### config.mk
export PLATFORM = sky130hd
export DESIGN_NAME = lsu_wbck_lockstep_chk_fifo
export DESIGN_NICKNAME = d
export VERILOG_FILES = /design/src/rtl/lsu_wbck_lockstep_chk_fifo.sv
export SDC_FILE = /design/constraint.sdc
export NUM_CORES = 1
export LEC_CHECK = 0
export ABC_AREA = 0
export BUFFER_PORTS_ARGS = -buffer_cell sky130_fd_sc_hd__buf_2
export CAP_MARGIN = 15
export CORE_ASPECT_RATIO = 1.25
export CORE_UTILIZATION = 55
export DETAILED_ROUTE_END_ITERATION = 8
export PLACE_DENSITY = 0.85
export SETUP_SLACK_MARGIN = 0.4
export SYNTH_ARGS = -nofsm -noshare
export SYNTH_HDL_FRONTEND = slang
export SYNTH_SLANG_ARGS = --single-unit
### constraint.sdc
create_clock -name clk -period 3.8 [get_ports clk]
set_input_delay 0.76 -clock clk [delete_from_list [all_inputs] [get_ports clk]]
set_output_delay 0.76 -clock clk [all_outputs]
set_load 0.03 [all_outputs]
### src/rtl/lsu_wbck_lockstep_chk_fifo.sv
// Outstanding-record FIFO: pointers carry a wrap bit, head is read combinationally.
module lsu_wbck_lockstep_chk_fifo #(
  parameter int unsigned DEPTH = 4,
  parameter int unsigned DW    = 70
) (
  input  logic          clk,
  input  logic          rst_n,
  input  logic          clr_i,
  input  logic          push_i,
  input  logic [DW-1:0] push_dat_i,
  input  logic          pop_i,
  output logic [DW-1:0] head_o,
  output logic          full_o,
  output logic          empty_o
);

  localparam int unsigned AW = $clog2(DEPTH);

  logic [DW-1:0] mem_q [DEPTH];
  logic [AW:0]   wr_ptr_q, wr_ptr_d;
  logic [AW:0]   rd_ptr_q, rd_ptr_d;

  always_comb begin
    wr_ptr_d = wr_ptr_q;
    rd_ptr_d = rd_ptr_q;
    if (clr_i) begin
      wr_ptr_d = '0;
      rd_ptr_d = '0;
    end else begin
      if (push_i) wr_ptr_d = wr_ptr_q + {{AW{1'b0}}, 1'b1};
      if (pop_i)  rd_ptr_d = rd_ptr_q + {{AW{1'b0}}, 1'b1};
    end
  end

  always_ff @(posedge clk or negedge rst_n) begin
    if (!rst_n) begin
      wr_ptr_q <= '0;
      rd_ptr_q <= '0;
    end else begin
      wr_ptr_q <= wr_ptr_d;
      rd_ptr_q <= rd_ptr_d;
    end
  end

  // Data storage needs no reset; the pointers define what is valid.
  always_ff @(posedge clk) begin
    if (push_i && !clr_i) mem_q[wr_ptr_q[AW-1:0]] <= push_dat_i;
  end

  assign head_o  = mem_q[rd_ptr_q[AW-1:0]];
  assign empty_o = (wr_ptr_q == rd_ptr_q);
  assign full_o  = (wr_ptr_q[AW] != rd_ptr_q[AW]) && (wr_ptr_q[AW-1:0] == rd_ptr_q[AW-1:0]);

endmodule

**Yosys cells after proc, flatten, opt, wreduce, memory -nomap -nowiden**

Memory sizes are Yosys's and may differ from the RTL's.
Cells that the tools add are included.

- Add/subtract/negate cells: 2
- Equal/unequal tests: 3
- Muxes and demuxes: 6
- Reductions and logical operators: 5

Operators by type and width:

| kind | number |
|---|---|
| 3-bit two-way mux | 4 |
| 3-bit by 1-bit adder with 3-bit output, second input constant | 2 |
| 2-bit nonzero test | 2 |
| 3-bit == test | 1 |
| 2-bit == test | 1 |
| 1-bit logical AND | 2 |
| 1-bit two-way mux | 2 |
| 1-bit logical NOT | 1 |
| 1-bit != test | 1 |

- Register bits: 6
- Bits in writable memories: 280
- Input bits: 75
- Word-level logic and storage cells: 19
- Memories: 1

Memories:

| memory | depth | width | read ports | clocked after Yosys merged registers in | write ports | RTL line | RTL |
|---|---|---|---|---|---|---|---|
| mem_q | 4 | 70 | 1 | 0 | 1 | 19 | `logic [DW-1:0] mem_q [DEPTH];` |

**Longest topological paths before layout**

Gate-level depths: netlist of run 1.

- Word-level depth: 4
- Gate-level depth with buffers: 4

**Worst setup path after synthesis of run 1**

Ideal clock, no wire load.

- Kind: input to register
- Start point: in push_i
- End point: mem mem_q[0][0], enable pin
- Library setup time: 0.436 ns
- Data arrival time: 2.607 ns
- Required time: 3.364 ns
- Setup slack: 0.757 ns
- Cell stages on the path: 2
- Buffers on the path: 0
- Cell sequence: nor2b_1 -> and2_1

- Word-level cells in the longest chain between the ends: 3

RTL lines:

| item | RTL line | RTL |
|---|---|---|
| start, declared | 9 | `input logic push_i,` |
| 1-bit logical AND | 47 | `if (push_i && !clr_i) mem_q[wr_ptr_q[AW-1:0]] <= push_dat_i;` |
| 1-bit two-way mux | 47 |  |
| 1-bit two-way mux (not written as such) | 47 |  |
| end, declared | 19 |  |

Every way passes these cells.

**Final worst setup path of run 1**

- Start point: reg rd_ptr_q[0]
- End point: out head_o[59]

- Word-level cells in the longest chain between the ends: 1

RTL lines:

| item | RTL line | RTL |
|---|---|---|
| start, declared | 21 | `logic [AW:0] rd_ptr_q, rd_ptr_d;` |
| start signal, assigned | 41 | `rd_ptr_q <= rd_ptr_d;` |
| memory 4 x 70 bit | - |  |
| end, declared | 12 | `output logic [DW-1:0] head_o,` |

Every way passes these cells.

==> results.toml, run 1 <==
[die]
core.rowCount = 56
ioPinCount = 147
initial_core_util = 0.5630
die_x_um = 126
die_h_um = 157.0
coreArea_um2 = 18780
dieArea_um2 = 19780

[global_routing]
grt_pass1_vias = 5176
grt-ovfl-total = 0
antenna_found_initial = 2
grtUsageTotal = 0.1886
grt_max_degree = 48
grt_pass1_wl_um = 27830

[outcome]
status = "completed"

[timing]
layout_setup_ws_ps = 670.1
tightest_slew_ps = 713.2
finalClockSkew_ps = 17.40
fin_tns_setup_ps = 0
min_period_ps = 3130
rsz0062_at_grt = "no"
setup_viol = 0
fmax_ghz = 0.3195
hold_viol = 0
slew_violations = 0
relSlewSlack = 0.5245
timing.final.crit_share = 0.8237

[setup_path]
ff2ff_path_depth = 4
cp-end-kind = "output port"
cp_data_arrival_time_ps = 2370
cp_max_fo = 27
path_class = "reg2out"
cp-start-kind = "flop"
required_ps = 3040
rrSetupSlack_ps = 1850

[placement]
hpwl_um = 11070
routabilityCongestion = 0.7261
dp_cells = 772
dpl_cell_area_um2 = 11560
portBuffers = 146
place_ws_ps = 1127

[finish]
fin_cells = 819
drive_gt1_frac = 0.4514
n_antenna_cell = 0
syn_to_final_growth_pct = 16.81
finalInstanceArea_um2 = 12350
nNetsFinal = 648

[synth]
yosysMostFrequentCell = "edfxtp_1"
yosys_register_bits = 286
synthCells = 403
synth_warnings = 0
yosysTopAreaCell = "edfxtp_1"
synth_edf_count = 280
synth_top_cell_area_share = 0.7954
synth.distinct_cells = 20
ys_seq_area_frac = 0.8096
synthesis.nets = 483
syn_area_per_cell_um2 = 26.23
synth_area_leaders = "edfxtp_1 80%, mux4_2 14%, dfrtp_1 1.4%"
synth.cell_area_um2 = 10570
synth_ff_type = "edfxtp_1"
synthArstFlopShare = 0.02098
synth_common_cells = "280 x edfxtp_1, 68 x mux4_2, 8 x buf_2"

[detailed_routing]
ant_nets = 0
drtIter0Drc = 355
wire_per_inst_um = 22.31
viasPerCell = 5.678
firstDrtPassIters = 4
drc = 0
dr_total_vias = 4650
wirelength_um = 18270

[cts]
clk_pin_slew_ps = 60
clk_latency_ps = 520
postCtsHoldBufs = 0
clockBufferDepth = 3
cts_setup_buffers = 0
htree_levels = 1
cts_tree = "yes"
clock_sinks = 286
numCtsBuffers = 26
cts_root_buf = "clkbuf_16"
cts-resized-gates = 0

[power_and_ir_drop]
cellPowerDensity_nw_per_um2 = 543.4
ir_worst_vdd_mv = 0.4801
power.leakage_nw = 4.153

[flow_run]
max-cap-violations = 0

[hold_path]
holdCritPathClass = "in2async"
flip-flops by register name (all words and copies together) (netlist names):
register  count
mem_q       280
rd_ptr_q      3
wr_ptr_q      3
path summary, 6_finish.rpt:
path,from,endpoint
setup / recovery,rd_ptr_q[0],head_o[59]
hold / removal,rst_n,wr_ptr_q[1]
setup reg to reg,wr_ptr_q[0],mem_q[0][4]
hold reg to reg,wr_ptr_q[2],wr_ptr_q[2]
max in group asynchronous,rst_n,rd_ptr_q[0]
min in group clk,push_dat_i[42],mem_q[3][42]
kinds of logic (layout without fill, tap and decap cells):
kind of cell,after synthesis,after routing,synth area share
mux,72,72,0.1517
fa+ha+maj,5,5,0.005918
flops,286,286,0.8096
simple gates,13,13,0.006982
buf+inv,18,202,0.01882
xor+xnor,5,5,0.004143
compound gates,4,4,0.002841
where the power goes:
part,internal [W],switching [W],leakage [nW]
Clock,0.00136,0.00104,0.390
Combinational,0.000272,0.000424,1.14
Sequential,0.00356,0.0000542,2.62
Total,0.00519,0.00152,4.15
worst max-delay path, stage by stage (launching register included):
cell	delay [ps]
dfrtp_4	750
buf_12	300
mux4_2	560
buf_2	200
through the flow:
step                      utilization  hold slack [ps]  power (W)
after floorplan                     -            464.4   0.004173
after global placement         0.6155            560.0   0.004358
after detailed placement       0.6155            591.0   0.004385
after CTS                      0.6576            32.59   0.006786
after global routing           0.6576            39.76   0.006922
final                          0.6576            58.69   0.006710
layout make-up:
| class | count | area [um^2] |
|---|---|---|
| Clock inverter | 15 | 95.09 |
| Inverter | 2 | 7.507 |
| Fill cell | 1189 | 6430 |
| Multi-Input combinational cell | 99 | 1824 |
| Timing Repair Buffer | 153 | 870.8 |
| Sequential cell | 286 | 8566 |
| Clock buffer | 32 | 694.4 |
| Tap cell | 232 | 290.3 |
per-layer routing:
metal / GRT usage / vias up / share of wire
met3: 0.04147 / 33 / 0.059
met2: 0.3407 / 151 / 0.55
li1: - / 2059 / -
met4: 0.06426 / 4 / 0.019
met1: 0.2245 / 2403 / 0.38
met5: 0 / - / 0.0016
cells in the final DEF (no fill, tap or decap), drive strengths merged, types with 3 or more instances in the layout:
cell	count
edfxtp	280
and2	4
nor2	4
dfrtp	6
buf	153
clkbuf	32
ha	5
clkinv	13
xnor2	3
mux4	70
Note: power is estimated with default switching activity, not from simulation.
==> run 2, diff against run 1 <==
- CORE_UTILIZATION: 55 -> 51
- PLACE_DENSITY: 0.85 -> 0.83
- clock period: 3.8 -> 2.6 ns (I/O delays scaled with it)
==> run 2 against run 1 <==
Against the previous run:
- the run now ends with setup timing left
- flip-flop and latch count stayed put
- critical path depth is 3 higher
- wire length is 11% higher
- sequential share of layout area is 5.5 points lower
- final cell count is 8.7% higher
==> results.toml, run 2 (same netlist as run 1, synthesis figures left out) <==
[finish]
nNetsFinal = 677
drive_gt1_frac = 0.4871
final_common_cell = "edfxtp_1"
syn_to_final_growth_pct = 26.81
largest_reg_flops = 280
finalInstanceArea_um2 = 13410
final_cell_mix = "280 x edfxtp_1, 74 x buf_2, 71 x buf_6"

[power_and_ir_drop]
seqPwrFrac = 0.503
cellPowerDensity_nw_per_um2 = 777.6
ir_worst_vdd_mv = 0.6625
switching_share = 0.2262
p_sw_w = 0.002357
power.leakage_nw = 4.569
internal_power_w = 0.008067
pwr-share-comb = 0.140
pwr-share-clk = 0.357

[hold_path]
holdCritPathClass = "in2reg"
worstHoldPathCells = 1
min_from = "push_dat_i[61]"
whs_endpoint = "mem_q[1][61]"

[setup_path]
path_class = "reg2out"
cp_data_arrival_time_ps = 2090
cp-start-kind = "flop"
cp-end-kind = "output port"
r2r-end = "rd_ptr_q[1]"
ff2ff_path_depth = 8
r2r_start = "rd_ptr_q[0]"
rrSetupSlack_ps = 780
required_ps = 2080
cp_max_fo = 5
cp-startpoint = "rd_ptr_q[0]"

[timing]
slew_violations = 0
timing.final.crit_share = 1.006
fmax_ghz = 0.3824
setup_viol = 3
fin_hold_ws_ps = 205.1
rsz0062_at_grt = "yes"
min_period_ps = 2615
layout_setup_ws_ps = -14.89
tightest_slew_ps = 502.6
relSlewSlack = 0.6649
finalClockSkew_ps = 19.81
hold_viol = 0

[detailed_routing]
dr_total_vias = 4825
ant_nets = 0
viasPerCell = 5.421
drtIter0Drc = 405
wirelength_um = 20360
firstDrtPassIters = 4
drc = 0
wire_per_inst_um = 22.87

[cts]
cts_tree = "yes"
clk_pin_slew_ps = 60
clk_latency_ps = 530
htree_levels = 1
numCtsBuffers = 27
clock_sinks = 286
clockBufferDepth = 3
cts_root_buf = "clkbuf_16"

[die]
dieArea_um2 = 21310
coreArea_um2 = 20250
core.rowCount = 58
die_x_um = 130.8
initial_core_util = 0.5221
ioPinCount = 147
die_h_um = 163.0

[global_routing]
grt_max_degree = 37
grt-ovfl-total = 0
grt_pass1_wl_um = 30660
grtUsageTotal = 0.1999
antenna_found_initial = 2
grt_pass1_vias = 5288

[placement]
dpl_cell_area_um2 = 11690
routabilityCongestion = 0.6891
place_ws_ps = 427.0
portBuffers = 146
hpwl_um = 11400

[flow_run]
max-cap-violations = 0

[outcome]
status = "finished, violations left"
violations = "setup timing"
-- run 2: cell count changes in the layout (fill, tap and decap cells not counted), sizes merged, moves of 2 or more --
cell and change:
buf +26, clkbuf +5, clkinv -2, diode +2
-- run 2: what timing repair did --
| item | 4_1_cts | 5_1_grt |
|---|---|---|
| endpoints found under the setup margin | 72 | 72 |
| setup buffers | 8 | 3 |
| pin swaps | 0 | 2 |
| gates cloned | 6 | 1 |
| resized for setup | 154 | 2 |
| hold endpoints to repair | 6 | 0 |
| hold buffers | 1 | 0 |
-- run 2: stage by stage --
stage            util  cells  TNS, ps  power, W
3_3_place_gp   0.5772    819        0  0.006390
3_5_place_dp   0.5772    819        0  0.006425
5_1_grt        0.6618    888    -1866   0.01075
2_1_floorplan       -    403        0  0.006094
6_report       0.6621    890   -15.84   0.01042
4_1_cts        0.6580    884   -612.6   0.01050
-- run 2: how the worst max path moves through the flow --
stage	end	slack [ps]
floorplan	empty_o	480
global route	empty_o	-70
CTS	head_o[47]	-30
detailed placement	head_o[6]	430
global placement	head_o[69]	450
finish	empty_o	-10
-- run 2: layout make-up --
cell class                 instances  area (um^2)
multi-input combinational         99         1846
clock buffer                      36        729.5
clock inverter                    14        123.9
fill                            1266         6842
timing repair buffer             181         1790
inverter                           2        7.507
sequential                       286         8566
tap                              270        337.8
antenna                            2        5.005
-- run 2: worst max-delay path: stages, from the launching register on --
cell	delay [ps]
dfrtp_4	510
buf_12	140
buf_12	130
buf_16	150
xor2_4	190
nor3b_2	240
buf_4	200
-- run 2: layer usage --
metal | wire length, um | track usage | share of wire
met3 | 1138 | 0.03647 | 0.056
met4 | 453 | 0.05486 | 0.022
met1 | 8004 | 0.2548 | 0.39
met2 | 10760 | 0.3502 | 0.53
met5 | 0 | 0 | 0
-- run 2: power groups by stage --
stage	clock network, W	registers (W)	logic, W
floorplan	0	0.00532	0.000774
global placement	0	0.00534	0.00105
detailed placement	0	0.00535	0.00107
CTS	0.00381	0.00524	0.00144
global route	0.00396	0.00525	0.00154
finish	0.00372	0.00524	0.00146
